File: src/rtl/muldiv_pkg.sv
// Shared execute-stage types: ALU op codes, multiply/divide op codes,
// the muldiv sequencer state type and op classification helpers.
package muldiv_pkg;

  localparam int unsigned XLEN_DEFAULT = 64;
  localparam int unsigned WORD_BITS    = 32;

  typedef enum logic [3:0] {
    ALU_ADD  = 4'd0,
    ALU_SUB  = 4'd1,
    ALU_AND  = 4'd2,
    ALU_OR   = 4'd3,
    ALU_XOR  = 4'd4,
    ALU_SLL  = 4'd5,
    ALU_SRL  = 4'd6,
    ALU_SRA  = 4'd7,
    ALU_SLT  = 4'd8,
    ALU_SLTU = 4'd9
  } alu_op_t;

  typedef enum logic [3:0] {
    MD_MUL   = 4'd0,
    MD_MULW  = 4'd1,
    MD_DIV   = 4'd2,
    MD_DIVU  = 4'd3,
    MD_REM   = 4'd4,
    MD_REMU  = 4'd5,
    MD_DIVW  = 4'd6,
    MD_DIVUW = 4'd7,
    MD_REMW  = 4'd8,
    MD_REMUW = 4'd9
  } muldiv_op_t;

  typedef enum logic [2:0] {
    ST_IDLE  = 3'd0,
    ST_MUL   = 3'd1,
    ST_DIV   = 3'd2,
    ST_FIXUP = 3'd3,
    ST_DONE  = 3'd4
  } muldiv_state_t;

  function automatic logic is_mul_op(input muldiv_op_t op);
    return (op == MD_MUL) || (op == MD_MULW);
  endfunction

  function automatic logic is_word_op(input muldiv_op_t op);
    return (op == MD_MULW) || (op == MD_DIVW) || (op == MD_DIVUW) ||
           (op == MD_REMW) || (op == MD_REMUW);
  endfunction

  function automatic logic is_signed_div(input muldiv_op_t op);
    return (op == MD_DIV) || (op == MD_REM) || (op == MD_DIVW) || (op == MD_REMW);
  endfunction

  function automatic logic is_rem(input muldiv_op_t op);
    return (op == MD_REM) || (op == MD_REMU) || (op == MD_REMW) || (op == MD_REMUW);
  endfunction

  // W-op operands are sign-extended unless the op is an unsigned divide.
  function automatic logic is_signed_ext(input muldiv_op_t op);
    return is_signed_div(op) || (op == MD_MULW);
  endfunction

endpackage

File: src/rtl/muldiv_datapath.sv
// Shared shift/add datapath: operand prep, one shift-add multiply step or
// one restoring divide step per cycle, divide fast-path and sign fixup.
module muldiv_datapath
  import muldiv_pkg::*;
#(
  parameter int unsigned XLEN = 64
) (
  input  logic            clk,
  input  logic            reset,
  input  logic            load,
  input  logic            step_mul,
  input  logic            step_div,
  input  logic [3:0]      op,
  input  logic [3:0]      op_q,
  input  logic [XLEN-1:0] src1,
  input  logic [XLEN-1:0] src2,
  output logic            fast_hit,
  output logic [XLEN-1:0] fast_value,
  output logic [XLEN-1:0] fix_value
);

  muldiv_op_t op_in;
  muldiv_op_t op_hold;

  logic [XLEN-1:0] ext1, ext2, mag1, mag2, most_neg, fast_raw;
  logic            word, sdiv, rem, neg1, neg2, div_zero, overflow;

  // reg_a: multiplicand (MUL) or divisor magnitude (DIV)
  // reg_b: multiplier (MUL) or dividend-in / quotient-out shift register (DIV)
  // acc:   product accumulator (MUL) or partial remainder (DIV)
  logic [XLEN-1:0] reg_a, reg_b, acc;
  logic            negq, negr;

  logic [XLEN-1:0] mul_sum;
  logic [XLEN:0]   shifted, diff;
  logic            qbit;

  logic [XLEN-1:0] quot, remd, sel;

  assign op_in   = muldiv_op_t'(op);
  assign op_hold = muldiv_op_t'(op_q);

  // Operand extension, magnitudes and divide fast-path detection for the incoming op.
  always_comb begin
    word = is_word_op(op_in);
    sdiv = is_signed_div(op_in);
    rem  = is_rem(op_in);
    ext1 = src1;
    ext2 = src2;
    if (word) begin
      if (is_signed_ext(op_in)) begin
        ext1 = {{(XLEN-WORD_BITS){src1[WORD_BITS-1]}}, src1[WORD_BITS-1:0]};
        ext2 = {{(XLEN-WORD_BITS){src2[WORD_BITS-1]}}, src2[WORD_BITS-1:0]};
      end else begin
        ext1 = {{(XLEN-WORD_BITS){1'b0}}, src1[WORD_BITS-1:0]};
        ext2 = {{(XLEN-WORD_BITS){1'b0}}, src2[WORD_BITS-1:0]};
      end
    end
    neg1     = sdiv & ext1[XLEN-1];
    neg2     = sdiv & ext2[XLEN-1];
    mag1     = neg1 ? -ext1 : ext1;
    mag2     = neg2 ? -ext2 : ext2;
    most_neg = word ? {{(XLEN-WORD_BITS+1){1'b1}}, {(WORD_BITS-1){1'b0}}}
                    : {1'b1, {(XLEN-1){1'b0}}};
    div_zero = (ext2 == '0);
    overflow = sdiv && (ext1 == most_neg) && (ext2 == '1);
    fast_hit = !is_mul_op(op_in) && (div_zero || overflow);
    if (div_zero) fast_raw = rem ? ext1 : '1;
    else          fast_raw = rem ? '0 : ext1;
    fast_value = word ? {{(XLEN-WORD_BITS){fast_raw[WORD_BITS-1]}}, fast_raw[WORD_BITS-1:0]}
                      : fast_raw;
  end

  // One multiply or restoring-divide step from the current register contents.
  always_comb begin
    mul_sum = acc + (reg_b[0] ? reg_a : '0);
    shifted = {acc, reg_b[XLEN-1]};
    diff    = shifted - {1'b0, reg_a};
    qbit    = ~diff[XLEN];
  end

  // Sign correction, quotient/remainder select and W-op sign extension.
  always_comb begin
    quot = negq ? -reg_b : reg_b;
    remd = negr ? -acc : acc;
    if (is_mul_op(op_hold))   sel = acc;
    else if (is_rem(op_hold)) sel = remd;
    else                      sel = quot;
    fix_value = is_word_op(op_hold)
              ? {{(XLEN-WORD_BITS){sel[WORD_BITS-1]}}, sel[WORD_BITS-1:0]}
              : sel;
  end

  // Operand registers, loaded on accept and advanced once per MUL/DIV cycle.
  // W divides pre-shift the dividend to the top so 32 steps consume it fully.
  always_ff @(posedge clk or negedge reset) begin
    if (!reset) begin
      reg_a <= '0;
      reg_b <= '0;
      acc   <= '0;
      negq  <= 1'b0;
      negr  <= 1'b0;
    end else if (load) begin
      acc  <= '0;
      negq <= neg1 ^ neg2;
      negr <= neg1;
      if (is_mul_op(op_in)) begin
        reg_a <= ext1;
        reg_b <= ext2;
      end else begin
        reg_a <= mag2;
        reg_b <= word ? (mag1 << WORD_BITS) : mag1;
      end
    end else if (step_mul) begin
      acc   <= mul_sum;
      reg_a <= reg_a << 1;
      reg_b <= reg_b >> 1;
    end else if (step_div) begin
      acc   <= qbit ? diff[XLEN-1:0] : shifted[XLEN-1:0];
      reg_b <= {reg_b[XLEN-2:0], qbit};
    end
  end

endmodule

File: src/rtl/muldiv_sequencer.sv
// Iterative RV64M multiply/divide engine: start/ack handshake, control FSM
// and step counter; arithmetic lives in muldiv_datapath.
module muldiv_sequencer
  import muldiv_pkg::*;
#(
  parameter int unsigned XLEN = 64
) (
  input  logic            clk,
  input  logic            reset,
  input  logic            start,
  input  logic [3:0]      op,
  input  logic [XLEN-1:0] src1,
  input  logic [XLEN-1:0] src2,
  input  logic            flush,
  input  logic            ack,
  output logic            busy,
  output logic            done,
  output logic [XLEN-1:0] result
);

  localparam int unsigned CW = $clog2(XLEN);
  localparam logic [CW-1:0] CNT_FULL = CW'(XLEN - 1);
  localparam logic [CW-1:0] CNT_WORD = CW'(WORD_BITS - 1);

  muldiv_state_t   state;
  logic [CW-1:0]   counter;
  logic [3:0]      op_q;
  muldiv_op_t      op_in;
  logic            accept;
  logic            fast_hit;
  logic [XLEN-1:0] fast_value, fix_value;

  assign op_in  = muldiv_op_t'(op);
  assign accept = (state == ST_IDLE) && start && !flush;
  assign busy   = (state == ST_MUL) || (state == ST_DIV) || (state == ST_FIXUP);
  assign done   = (state == ST_DONE);

  muldiv_datapath #(.XLEN(XLEN)) u_datapath (
    .clk        (clk),
    .reset      (reset),
    .load       (accept),
    .step_mul   (state == ST_MUL),
    .step_div   (state == ST_DIV),
    .op         (op),
    .op_q       (op_q),
    .src1       (src1),
    .src2       (src2),
    .fast_hit   (fast_hit),
    .fast_value (fast_value),
    .fix_value  (fix_value)
  );

  // Control FSM, step counter and result register; flush overrides every state.
  always_ff @(posedge clk or negedge reset) begin
    if (!reset) begin
      state   <= ST_IDLE;
      counter <= '0;
      op_q    <= '0;
      result  <= '0;
    end else if (flush) begin
      state <= ST_IDLE;
    end else begin
      case (state)
        ST_IDLE: begin
          if (start) begin
            op_q    <= op;
            counter <= is_word_op(op_in) ? CNT_WORD : CNT_FULL;
            if (fast_hit) begin
              result <= fast_value;
              state  <= ST_DONE;
            end else if (is_mul_op(op_in)) begin
              state <= ST_MUL;
            end else begin
              state <= ST_DIV;
            end
          end
        end
        ST_MUL, ST_DIV: begin
          if (counter == '0) state <= ST_FIXUP;
          else               counter <= counter - CW'(1);
        end
        ST_FIXUP: begin
          result <= fix_value;
          state  <= ST_DONE;
        end
        ST_DONE: begin
          if (ack) state <= ST_IDLE;
        end
        default: state <= ST_IDLE;
      endcase
    end
  end

endmodule

File: config.mk
export PLATFORM = sky130hd
export DESIGN_NAME = muldiv_sequencer
export DESIGN_NICKNAME = d
export VERILOG_FILES = /design/src/rtl/muldiv_pkg.sv /design/src/rtl/muldiv_datapath.sv /design/src/rtl/muldiv_sequencer.sv
export SDC_FILE = /design/constraint.sdc
export NUM_CORES = 2
export LEC_CHECK = 0
export CAP_MARGIN = 40
export CORE_MARGIN = 2
export CORE_UTILIZATION = 45
export CTS_CLUSTER_SIZE = 8
export DETAILED_ROUTE_END_ITERATION = 12
export PLACE_DENSITY = 0.62
export SLEW_MARGIN = 20
export SYNTH_ARGS = -nofsm -noshare
export SYNTH_HDL_FRONTEND = slang
export SYNTH_HIERARCHICAL = 1
export SYNTH_SLANG_ARGS = --single-unit
File: constraint.sdc
create_clock -name clk -period 12.56 [get_ports clk]
set_clock_uncertainty 0.15 [all_clocks]
set_input_delay 1.256 -clock clk [delete_from_list [all_inputs] [get_ports clk]]
set_output_delay 1.256 -clock clk [all_outputs]
set_load 0.01 [all_outputs]
==> flow_summary.yaml <==
floorplan:
  die-area_um2: 73900
  fp.coreArea_um2: 71200
  floorplan.rows: 98
  chipWidth_um: 272
  io_pins: 203
  start_util: 0.453
  die_h_um: 272
outcome:
  run_status: "finished, final reports clean"
sta:
  clock.fmax_mhz: 155
  slew_headroom: 0.360
  tns_setup_ns: 0
  setup_violations: 0
  finalHoldViolCount: 0
  finalMaxSlewViolations: 0
  worst-slew-pin-transition_ns: 0.959
  unrepaired_setup_endpoints_after_global_routing: "false"
  hold_slack_ns: 0.328
  fin_crit_ns: 6.45
  period_share: 0.513
drt:
  detailedRoute.firstPassIterationCount: 8
  route.detailed.vias_per_inst: 6.63
  avgRoutedWirePerCell_um: 26.0
  routed-via-count: 35729
  drt_wl_total_mm: 140
  drt_drc_violations_left: 0
  detailedRoute.firstIterationViolations: 5060
  route.antenna.remaining_nets: 0
clock_tree:
  post-cts-setup-buffer-count: 0
  cts_resized: 0
  tritoncts: "built"
  insertion_delay_ns: 0.58
  clock_buffer_count_from_cts: 41
  cts_hold_buffers: 0
  htree_levels: 2
  cts_num_sinks: 271
  longest_clk_path_bufs: 3
  clock-root-buffer: "clkbuf_16"
  clkSlewWorstSetupHoldPaths_ns: 0.05
power:
  power_switching_mw: 4.25
  power-per-cell-area_nw_per_um2: 222
  power.sequential.fraction: 0.238
  cellInternalPower_mw: 3.77
  power.switching_fraction: 0.530
  maximum_vdd_drop_uv: 128
  clkPwrFrac: 0.131
  comb_power_share: 0.631
  p_leak_nw: 14.6
global_routing:
  antenna_found_initial: 4
  grt_first_pass_wirelength_mm: 207
  track_usage: 0.365
  grt_max_degree: 101
  congestion_overflow_gr: 0
  first_global_vias: 32394
setup_path:
  worstSetupPathType: "in2reg"
  cp_slowest_cell: "clkdlybuf4s50_1"
  worst-path-max-fanout: 80
  critPathLaunchType: "input port"
  timing.critical_path.cells: "clkdlybuf4s50_1, nor2_1, a21oi_4, buf_4, buf_4, o21ai_0, and3_1, o21ai_0, nand4bb_1, a21oi_1, and3_4, o21ai_4, buf_4, buf_16, o21ai_0"
  worst_path_largest_cell_delay_ns: 0.98
  worstPathArrival_ns: 6.73
  cp.required_ns: 12.85
  cp-end-kind: "flop"
logic_synthesis:
  syn_area_um2: 32300
  avgSynthCellArea_um2: 7.26
  synth_area_leaders: "dfrtp_1 (21%), a21oi_1 (6.9%), nor2_1 (5.9%)"
  synth-warning-count: 6
  postSynth.asyncResetShare: 1.00
  synth_top_cell_area_share: 0.210
  postSynth.topFlopCell: "dfrtp_1"
  synthesis.instances: 4444
  synth_seq_cells: 271
  synth_edf_count: 0
  yosys.cell_types.count: 102
  synth_area_leader_cell: "dfrtp_1"
  synth_fp_nets: 4717
  ys_seq_area_frac: 0.210
placement:
  dp_cells: 5320
  portBuffers: 202
  finalWeightedCongestion: 1.02
  hpwl_mm: 107
cells_and_area:
  mostFrequentLayoutCells: "nor2_1 (499), a21oi_1 (447), nand2_1 (414), o21ai_0 (374), dfrtp_1 (269)"
  antenna-diode-count: 0
  final_util: 0.507
  post_route_cells_drive_above_1_share: 0.0561
  post_layout_nonfiller_instances: 5385
  design.final.nets: 4695
  layout-area-overhead-vs-synth_pct: 11.9
  final_common_cell: "nor2_1"
job:
  cap_viol_max_count: 0
min_path:
  hp-class: "reg2reg"
==> metal layers <==
| metal | wire (um) | up-vias | track usage |
|---|---|---|---|
| li1 | - | 16408 | - |
| met1 | 60500 | 16987 | 0.526 |
| met2 | 58200 | 2039 | 0.532 |
| met3 | 15200 | 289 | 0.0736 |
| met4 | 5970 | 6 | 0.139 |
| met5 | 132 | - | 0.0103 |
==> logic make-up after synthesis <==
family          count (synthesis)  synth area share
compound gates               1635             0.322
xor+xnor                      278            0.0755
fa+ha+maj                     136            0.0532
buf+inv                       471            0.0588
flops                         271             0.210
mux                           210            0.0662
simple gates                 1443             0.214
==> worst paths after layout <==
| path | startpoint | end | cells past startpoint | slack (ns) |
|---|---|---|---|---|
| min in group asynchronous | reset | u_datapath/reg_a[16]$_DFFE_PN0P_ | 1 | 0.60 |
| worst max register to register | u_datapath/acc[0]$_DFFE_PN0P_ | u_datapath/acc[36]$_DFFE_PN0P_ | 14 | 6.59 |
| worst min register to register | result[43]$_DFFE_PN0P_ | result[43]$_DFFE_PN0P_ | 2 | 0.33 |
| worst min-delay path | result[43]$_DFFE_PN0P_ | result[43]$_DFFE_PN0P_ | 2 | 0.33 |
| worst max-delay path | op[1] | result[10]$_DFFE_PN0P_ | 15 | 6.11 |
| max in group asynchronous | reset | counter[0]$_DFFE_PN0P_ | 4 | 9.90 |
==> critical path, delay by kind of cell <==
kind	cells	cell delay [ns]
buffers and inverters	5	2.97
AO/OA/AOI/OAI	6	1.20
AND/OR/NAND/NOR	4	1.13
==> power by group through the flow <==
stage | registers (mW) | clock network [mW] | logic, mW
after floorplan | 1.55 | 0 | 3.58
after global placement | 1.87 | 0 | 4.84
after detailed placement | 1.87 | 0 | 4.87
after CTS | 1.86 | 1.06 | 4.91
after global routing | 1.94 | 1.09 | 5.49
final | 1.91 | 1.05 | 5.06
==> cells in the mapped netlist, types with 21 or more instances <==
cell type and instances:
nand2b_1 34, and2_1 27, o221ai_1 25, a22oi_1 35, clkbuf_1 262, nor3_1 73, o211ai_1 60, a31oi_1 49
nor2_1 506, or4_1 38, dfrtp_1 271, a221oi_1 31, o31ai_1 67, o21bai_1 21, inv_1 117, a21o_1 83
mux2_2 28, nand4_1 59, buf_2 34, o21ai_1 33, xor2_1 130, or3_1 45, a211oi_1 117, o22ai_1 58
xnor2_1 148, o41ai_1 28, mux2i_1 182, ha_1 134, o21a_1 46, nand3_1 65, a21oi_1 448, o21ai_0 375
buf_1 33, nor4_1 50, nand2_1 414
==> flip-flops by register name, summed over array words and instances, names as in the netlist <==
register          flops
result               64
u_datapath/acc       64
u_datapath/reg_a     64
u_datapath/reg_b     64
counter               6
op_q                  4
state                 3
u_datapath/negq       1
u_datapath/negr       1
==> stage by stage <==
step                setup WS (ns)  area (um^2)  power (mW)
floorplan                    7.84        32300        5.13
global placement             5.64        34600        6.71
detailed placement           5.74        34800        6.74
CTS                          6.34        35900        7.83
global route                 5.78        36100        8.53
finish                       6.11        36100        8.02
==> final cells by class <==
type,instances,area (um^2)
sequential,271,6780
fill,7142,35100
timing repair buffer,286,2870
tap,950,1190
inverter,120,455
multi-input combinational,3702,23700
clock inverter,3,21.3
clock buffer,53,1120
Note: power is estimated with default switching activity, not from simulation.
